<file path="config.mk">
export PLATFORM = sky130hd
export DESIGN_NAME = tt_issue_dispatch_ctrl
export DESIGN_NICKNAME = d
export VERILOG_FILES = /design/src/rtl/tt_issue_dispatch_ctrl.sv
export SDC_FILE = /design/constraint.sdc
export NUM_CORES = 1
export LEC_CHECK = 0
export BUFFER_PORTS_ARGS = -buffer_cell sky130_fd_sc_hd__clkbuf_2
export CELL_PAD_IN_SITES_DETAIL_PLACEMENT = 0
export CELL_PAD_IN_SITES_GLOBAL_PLACEMENT = 1
export CORE_AREA = 2 2 51 53
export DETAILED_ROUTE_END_ITERATION = 16
export DIE_AREA = 0 0 53 55
export GPL_TIMING_DRIVEN = 0
export HOLD_SLACK_MARGIN = 0.02
export PLACE_DENSITY_LB_ADDON = 0.1
export SETUP_SLACK_MARGIN = 0.1
export SLEW_MARGIN = 5
export SYNTH_ARGS = -nofsm -noshare
export SYNTH_HDL_FRONTEND = slang
export SYNTH_SLANG_ARGS = --single-unit
export TNS_END_PERCENT = 100
</file>
<file path="constraint.sdc">
create_clock -name clk -period 1.5 [get_ports clk]
set_input_delay 0.075 -clock clk [delete_from_list [all_inputs] [get_ports clk]]
set_output_delay 0.075 -clock clk [all_outputs]
set_load 0.02 [all_outputs]
</file>
<file path="src/rtl/tt_issue_dispatch_ctrl.sv">
// ============================================================================
// Module   : tt_issue_dispatch_ctrl
// Purpose  : Write/senior/dispatch pointer sequencing for the OVI vector issue
//            FIFO. Optional same-cycle bypass enabled by TT_ISSUE_BYPASS_EN.
// Revision : 1.0 - initial release
// ============================================================================
`default_nettype none

module tt_issue_dispatch_ctrl #(
    parameter int DEPTH = 4
) (
    input  logic                     clk,
    input  logic                     reset,
    input  logic                     issue_valid,
    input  logic                     issue_senior,
    input  logic                     kill,
    input  logic                     vpu_ready,
    output logic                     wr_en,
    output logic [$clog2(DEPTH)-1:0] wr_idx,
    output logic [$clog2(DEPTH)-1:0] rd_idx,
    output logic                     read_valid,
    output logic                     is_empty,
    output logic                     queue_full,
    output logic                     credit_ret,
    output logic                     overflow_err,
    output logic                     senior_err
);

    localparam int AW = $clog2(DEPTH);
    localparam logic [AW:0] C_PTR_ONE = {{AW{1'b0}}, 1'b1};

    // Pointers carry one extra wrap bit so full and empty are distinguishable.
    logic [AW:0] r_wr;
    logic [AW:0] r_sen;
    logic [AW:0] r_disp;
    logic        r_credit;
    logic        r_overflow;
    logic        r_senior_err;

    logic        w_empty;
    logic        w_full;
    logic        w_push;
    logic        w_senior_ok;
    logic        w_bypass;
    logic        w_read_valid;
    logic        w_fire;
    logic [AW:0] w_sen_next;
    logic [AW:0] w_wr_next;
    logic [AW:0] w_disp_next;

    assign w_empty = (r_wr == r_disp);
    assign w_full  = (r_wr[AW-1:0] == r_disp[AW-1:0]) && (r_wr[AW] != r_disp[AW]);

    // Fullness is judged on registered pointers, so a same-cycle dispatch
    // never makes room for a push.
    assign w_push      = issue_valid && !w_full && !kill;
    assign w_senior_ok = (r_sen != r_wr) || w_push;

`ifdef TT_ISSUE_BYPASS_EN
    assign w_bypass = w_empty && issue_valid && issue_senior && !kill;
`else
    assign w_bypass = 1'b0;
`endif

    assign w_read_valid = (r_disp != r_sen) || w_bypass;
    assign w_fire       = w_read_valid && vpu_ready;

    always_comb begin
        w_sen_next  = r_sen;
        w_wr_next   = r_wr;
        w_disp_next = r_disp;
        if (issue_senior && w_senior_ok) begin
            w_sen_next = r_sen + C_PTR_ONE;
        end
        // Kill rolls the write pointer back onto the (possibly advanced) senior
        // boundary, discarding every speculative entry.
        if (kill) begin
            w_wr_next = w_sen_next;
        end else if (w_push) begin
            w_wr_next = r_wr + C_PTR_ONE;
        end
        if (w_fire) begin
            w_disp_next = r_disp + C_PTR_ONE;
        end
    end

    always_ff @(posedge clk) begin
        if (reset) begin
            r_wr         <= '0;
            r_sen        <= '0;
            r_disp       <= '0;
            r_credit     <= 1'b0;
            r_overflow   <= 1'b0;
            r_senior_err <= 1'b0;
        end else begin
            r_wr     <= w_wr_next;
            r_sen    <= w_sen_next;
            r_disp   <= w_disp_next;
            r_credit <= w_fire;
            if (issue_valid && w_full && !kill) begin
                r_overflow <= 1'b1;
            end
            if (issue_senior && !w_senior_ok) begin
                r_senior_err <= 1'b1;
            end
        end
    end

    assign wr_en        = w_push;
    assign wr_idx       = r_wr[AW-1:0];
    // In bypass the queue is empty, so disp and wr index the same slot.
    assign rd_idx       = w_bypass ? r_wr[AW-1:0] : r_disp[AW-1:0];
    assign read_valid   = w_read_valid;
    assign is_empty     = w_empty;
    assign queue_full   = w_full;
    assign credit_ret   = r_credit;
    assign overflow_err = r_overflow;
    assign senior_err   = r_senior_err;

endmodule

`default_nettype wire

</file>
# == After elaboration in Yosys (flattened, before gate mapping) ==
# Cells that the tools add are included.
# totals
regBits,12
in_bits,6
out_inout_bits,11
word_cells,30
# op_classes
n_addsub,3
eq_ne,5
muxes,3
reduce_logical,13
# op_table
op,n
$add A3 B1 Y3 const B,3
$mux W3,3
$logic_and A1 B1 Y1,8
$ne A3 B3 Y1,2
$eq A3 B3 Y1,1
$logic_not A1 Y1,3
$eq A2 B2 Y1,1
$reduce_bool A2 Y1,1
$logic_or A1 B1 Y1,1
$ne A1 B1 Y1,1

# == Depth between registers and ports, before layout ==
# logic_depth
word_depth,9
depth_mapped,5
mapped_depth_nobuf,5

# == Least setup slack after synthesis ==
# No wires, ideal clock.
# synth_timing
path_kind,register to register
start,register r_wr[0]
end,register r_senior_err (netlist: senior_err)
setup_time_ns,0.071
t_arrival_ns,1.492
required_ns,1.429
slack_ns,-0.062
path_stages_with_launch,5
n_path_buf,0
period_less_slack_ns,1.562
cell_sequence,dfxtp_1 xor2_2 o31a_1 or3b_1 a21oi_1
# synth_via
elab_chain_cells,8
word_cells_on_any_way,9
classes_between,eq/ne: 2; reduce/logical: 7
# synth_lines
element,line,source
start: declaration,33,logic [AW:0] r_wr;
start signal: assignment,96,r_wr <= w_wr_next;
$eq A2 B2 Y1,52,assign w_full = (r_wr[AW-1:0] == r_disp[AW-1:0]) && (r_wr[AW] != r_disp[AW]);
$logic_and A1 B1 Y1,52,
$logic_not A1 Y1,56,assign w_push = issue_valid && !w_full && !kill;
$logic_and A1 B1 Y1 (2 in a row),56,
net wr_en,18,"output logic wr_en,"
$logic_or A1 B1 Y1,57,assign w_senior_ok = (r_sen != r_wr) || w_push;
$logic_not A1 Y1,103,if (issue_senior && !w_senior_ok) begin
$logic_and A1 B1 Y1,103,
end signal: assignment,94,r_senior_err <= 1'b0;
end signal: assignment,104,r_senior_err <= 1'b1;
end: declaration,38,logic r_senior_err;
# The timed path passes the listed nets, and every way through them passes these cells.
# A chain may end at the register's enable or synchronous reset.

# == Worst setup path after layout ==
# layout_timing
start,register r_sen[2]
end,register r_wr[0]
# layout_via
elab_chain_cells,5
# layout_lines
element,line,source
start: declaration,34,logic [AW:0] r_sen;
start signal: assignment,97,r_sen <= w_sen_next;
$ne A3 B3 Y1,57,
$logic_or A1 B1 Y1,57,
$logic_and A1 B1 Y1,72,if (issue_senior && w_senior_ok) begin
$mux W3,72,
$mux W3,77,if (kill) begin
# Every way passes these cells.

==> results.py <==
metrics = {
    "timing": {
        "fin_crit_sh_pct": 108,
        "hold_violations": 0,
        "fin_ws_ns": -0.120,
        "rsz0062_at_grt": "true",
        "finalSetupViolCount": 9,
        "finClkSkew_ns": 0.00316,
        "hold_ws_ns": 0.154,
        "max_slew_margin_pct": 65.8,
        "worst_slew_pin_slew_ns": 0.513,
        "max_freq_ghz": 0.617,
        "finalCriticalPeriod_ns": 1.62,
        "drv_slew": 0,
    },
    "die": {
        "io_pins": 17,
        "core_region_area_um2": 2360,
        "die_area_um2": 2920,
        "row_count": 18,
        "start_util_pct": 32.7,
        "fp.dieH_um": 55,
        "die_w_um": 53,
    },
    "clocking": {
        "ctsHtreeMaxLevel": 1,
        "cts-root-buf": "clkbuf_4",
        "clock_latency_ns": 0.27,
        "cts.sink_count": 12,
        "cts_buffer_depth": 2,
        "cts_hold_buffers": 0,
        "tritoncts": "built",
        "clk_pin_slew_ns": 0.08,
        "cts_inserted_buffers": 3,
    },
    "drt": {
        "vias": 757,
        "post_drt_wl_per_cell_um": 14.3,
        "postRouteAntennaNets": 0,
        "first_iter_violations": 4,
        "drt_wl_total_um": 2110,
        "drc": 0,
        "viasPerCell": 5.11,
        "first_pass_iters": 2,
    },
    "placed_design": {
        "routabilityCongestion": 0.769,
        "place_hpwl_um": 1340,
        "placed_area_um2": 918,
        "dp_cells": 131,
        "place_ws_ns": -0.137,
        "io_buffers": 15,
    },
    "global_route": {
        "met1_usage_pct": 19.5,
        "grt_usage_pct": 15.8,
        "grt_max_degree": 11,
        "grt_pass1_vias": 678,
        "gr-total-overflow": 0,
        "antenna_found_initial": 0,
        "use_met3_pct": 4.84,
        "top_usage_layer": "met2",
        "grt_pass1_wl_um": 3260,
        "grt_use_met2_pct": 26.7,
    },
    "critical_path": {
        "path_class": "reg2reg",
        "cp_top_family": "simple AND/OR/NAND/NOR gates",
        "cp_slowest_stage_delay_ns": 0.41,
        "critPathBufInv": 1,
        "setup.worst_path.start": "r_sen[2]$_SDFF_PP0_",
        "worstPathMaxFanout": 4,
        "crit_path_end_kind": "register",
        "critPathArrivalTime_ns": 1.83,
        "slowest_stage": "a2111o_1",
        "r2r_start": "r_sen[2]$_SDFF_PP0_",
        "start_kind": "register",
        "regToRegSetupSlack_ns": -0.12,
        "cp_data_required_time_ns": 1.71,
        "cp_cell_sequence": "xor2_2 > or3_1 > clkbuf_8 > a2111o_1 > nand3_2",
    },
    "pwr": {
        "p_comb_share_pct": 50.6,
        "p_seq_share_pct": 31.0,
        "intPower_uw": 861,
        "peakVddDrop_mv": 0.789,
        "p_clk_share_pct": 18.4,
        "power_switching_uw": 534,
        "p_leak_nw": 0.530,
        "cellPowerDensity_nw_per_um2": 1140,
        "swShare_pct": 38.3,
    },
    "finish": {
        "final_common_cell": "buf_4",
        "fill_cells": 244,
        "final_cell_count_no_fill": 148,
        "drive_above_1_share_pct": 55.1,
        "multi_input_area_um2": 617,
        "final_nets": 128,
        "final_area_um2": 1220,
        "layout_common_cells": "buf_4 (15), clkbuf_2 (14), dfxtp_4 (6)",
        "regArea_um2": 267,
        "area_growth_pct": 57.6,
        "diodes": 0,
    },
    "logic_synthesis": {
        "syn-instance-count": 86,
        "seq_area_frac_synth_pct": 31.1,
        "yosys_warnings": 0,
        "synthFlopType": "dfxtp_1",
        "ys_async_sr_fraction_pct": 0,
        "syn-num-nets": 95,
        "syn_avg_cell_area_um2": 8.99,
        "ys_ff_latch": 12,
        "synth_edf_count": 0,
        "synth_area_um2": 773,
        "yosys.cell_types.count": 27,
    },
    "outcome": {
        "violations": "setup timing",
        "status": "complete, but fails checks",
    },
    "worst_hold_path": {
        "holdCritStartpoint": "vpu_ready",
        "hold_class": "in2reg",
    },
    "flow_run": {
        "maxCapViolations": 0,
    },
}
==> registers in the layout, indices dropped and copies added (netlist names) <==
| name | count |
|---|---|
| r_disp | 3 |
| r_sen | 3 |
| r_wr | 3 |
| credit_ret | 1 |
| overflow_err | 1 |
| senior_err | 1 |
==> Yosys cell counts (2+ instances only) <==
cell	instances	area [um2]
a2111o_1	3	33.8
a21oi_1	5	25.0
buf_4	4	30.0
clkbuf_1	2	7.51
dfxtp_1	12	240
ha_1	3	37.5
inv_1	4	15.0
mux2i_1	4	40.0
nand3_1	6	30.0
nor2_1	5	18.8
nor3_1	4	20.0
nor3b_1	3	22.5
o211ai_1	3	22.5
o311ai_0	3	26.3
o31ai_1	4	30.0
or3_1	2	12.5
xor2_1	9	78.8
==> timing repair <==
| item | in CTS | in global routing |
|---|---|---|
| setup endpoints to repair | 14 | 14 |
| buffers inserted | 13 | 0 |
| cloned | 0 | 0 |
| pin swaps | 11 | 7 |
| gates resized for setup | 21 | 14 |
| hold endpoints to repair | 0 | 0 |
==> metrics by stage <==
stage                     total power [mW]  TNS (ns)  utilization [%]
after floorplan                      0.762   -0.0316                -
after global placement               0.885    -0.711             38.8
after detailed placement             0.887    -0.590             38.8
after CTS                             1.32    -0.467             48.6
after global routing                  1.48     -1.35             51.5
final                                 1.40    -0.632             51.5
==> worst register-to-register path, cell delays in order, from the launching register on <==
cell,delay [ns]
dfxtp_4,0.37
xor2_2,0.17
or3_1,0.38
clkbuf_8,0.16
a2111o_1,0.42
nand3_2,0.07
==> power groups by stage <==
stage          Combinational (mW)  Sequential, mW  Clock (mW)
6_report                    0.706           0.432       0.257
5_1_grt                     0.760           0.441       0.283
4_1_cts                     0.637           0.418       0.264
3_5_place_dp                0.454           0.434           0
3_3_place_gp                0.450           0.435           0
2_1_floorplan               0.330           0.432           0
==> path summary, 6_finish.rpt <==
kind	end	cells after the start
worst min-delay path	r_disp[2]$_SDFFE_PP0P_	4
worst max-delay path	r_wr[0]$_SDFFE_PP0P_	5
worst min register to register	senior_err$_SDFFE_PP0P_	2
worst max register to register	r_wr[0]$_SDFFE_PP0P_	5
==> metal layers <==
layer	part of all wire, %	routed length [um]	up-vias
met4	1.7	36	0
met1	45	946	364
met3	3.4	71	4
met5	0	0	-
met2	50	1060	13
li1	-	-	376
==> cell type report <==
cell class | instances | area share (%)
Timing Repair Buffer | 28 | 16.0
Tap cell | 30 | 3.08
Clock buffer | 4 | 2.98
Multi-Input combinational cell | 63 | 50.6
Sequential cell | 12 | 21.9
Buffer | 7 | 4.21
Inverter | 4 | 1.23
==> logic make-up after synthesis <==
kind of cell             count (synthesis)  synth area share (%)
adder cells (fa/ha/maj)                  3                  4.85
flip-flops                              12                  31.1
buffers and inverters                   11                  7.28
AO/OA/AOI/OAI                           22                  22.0
multiplexers                             4                  5.18
AND/OR/NAND/NOR                         23                  16.2
XOR/XNOR                                11                  13.4
Power figures use the tool's default switching activity.
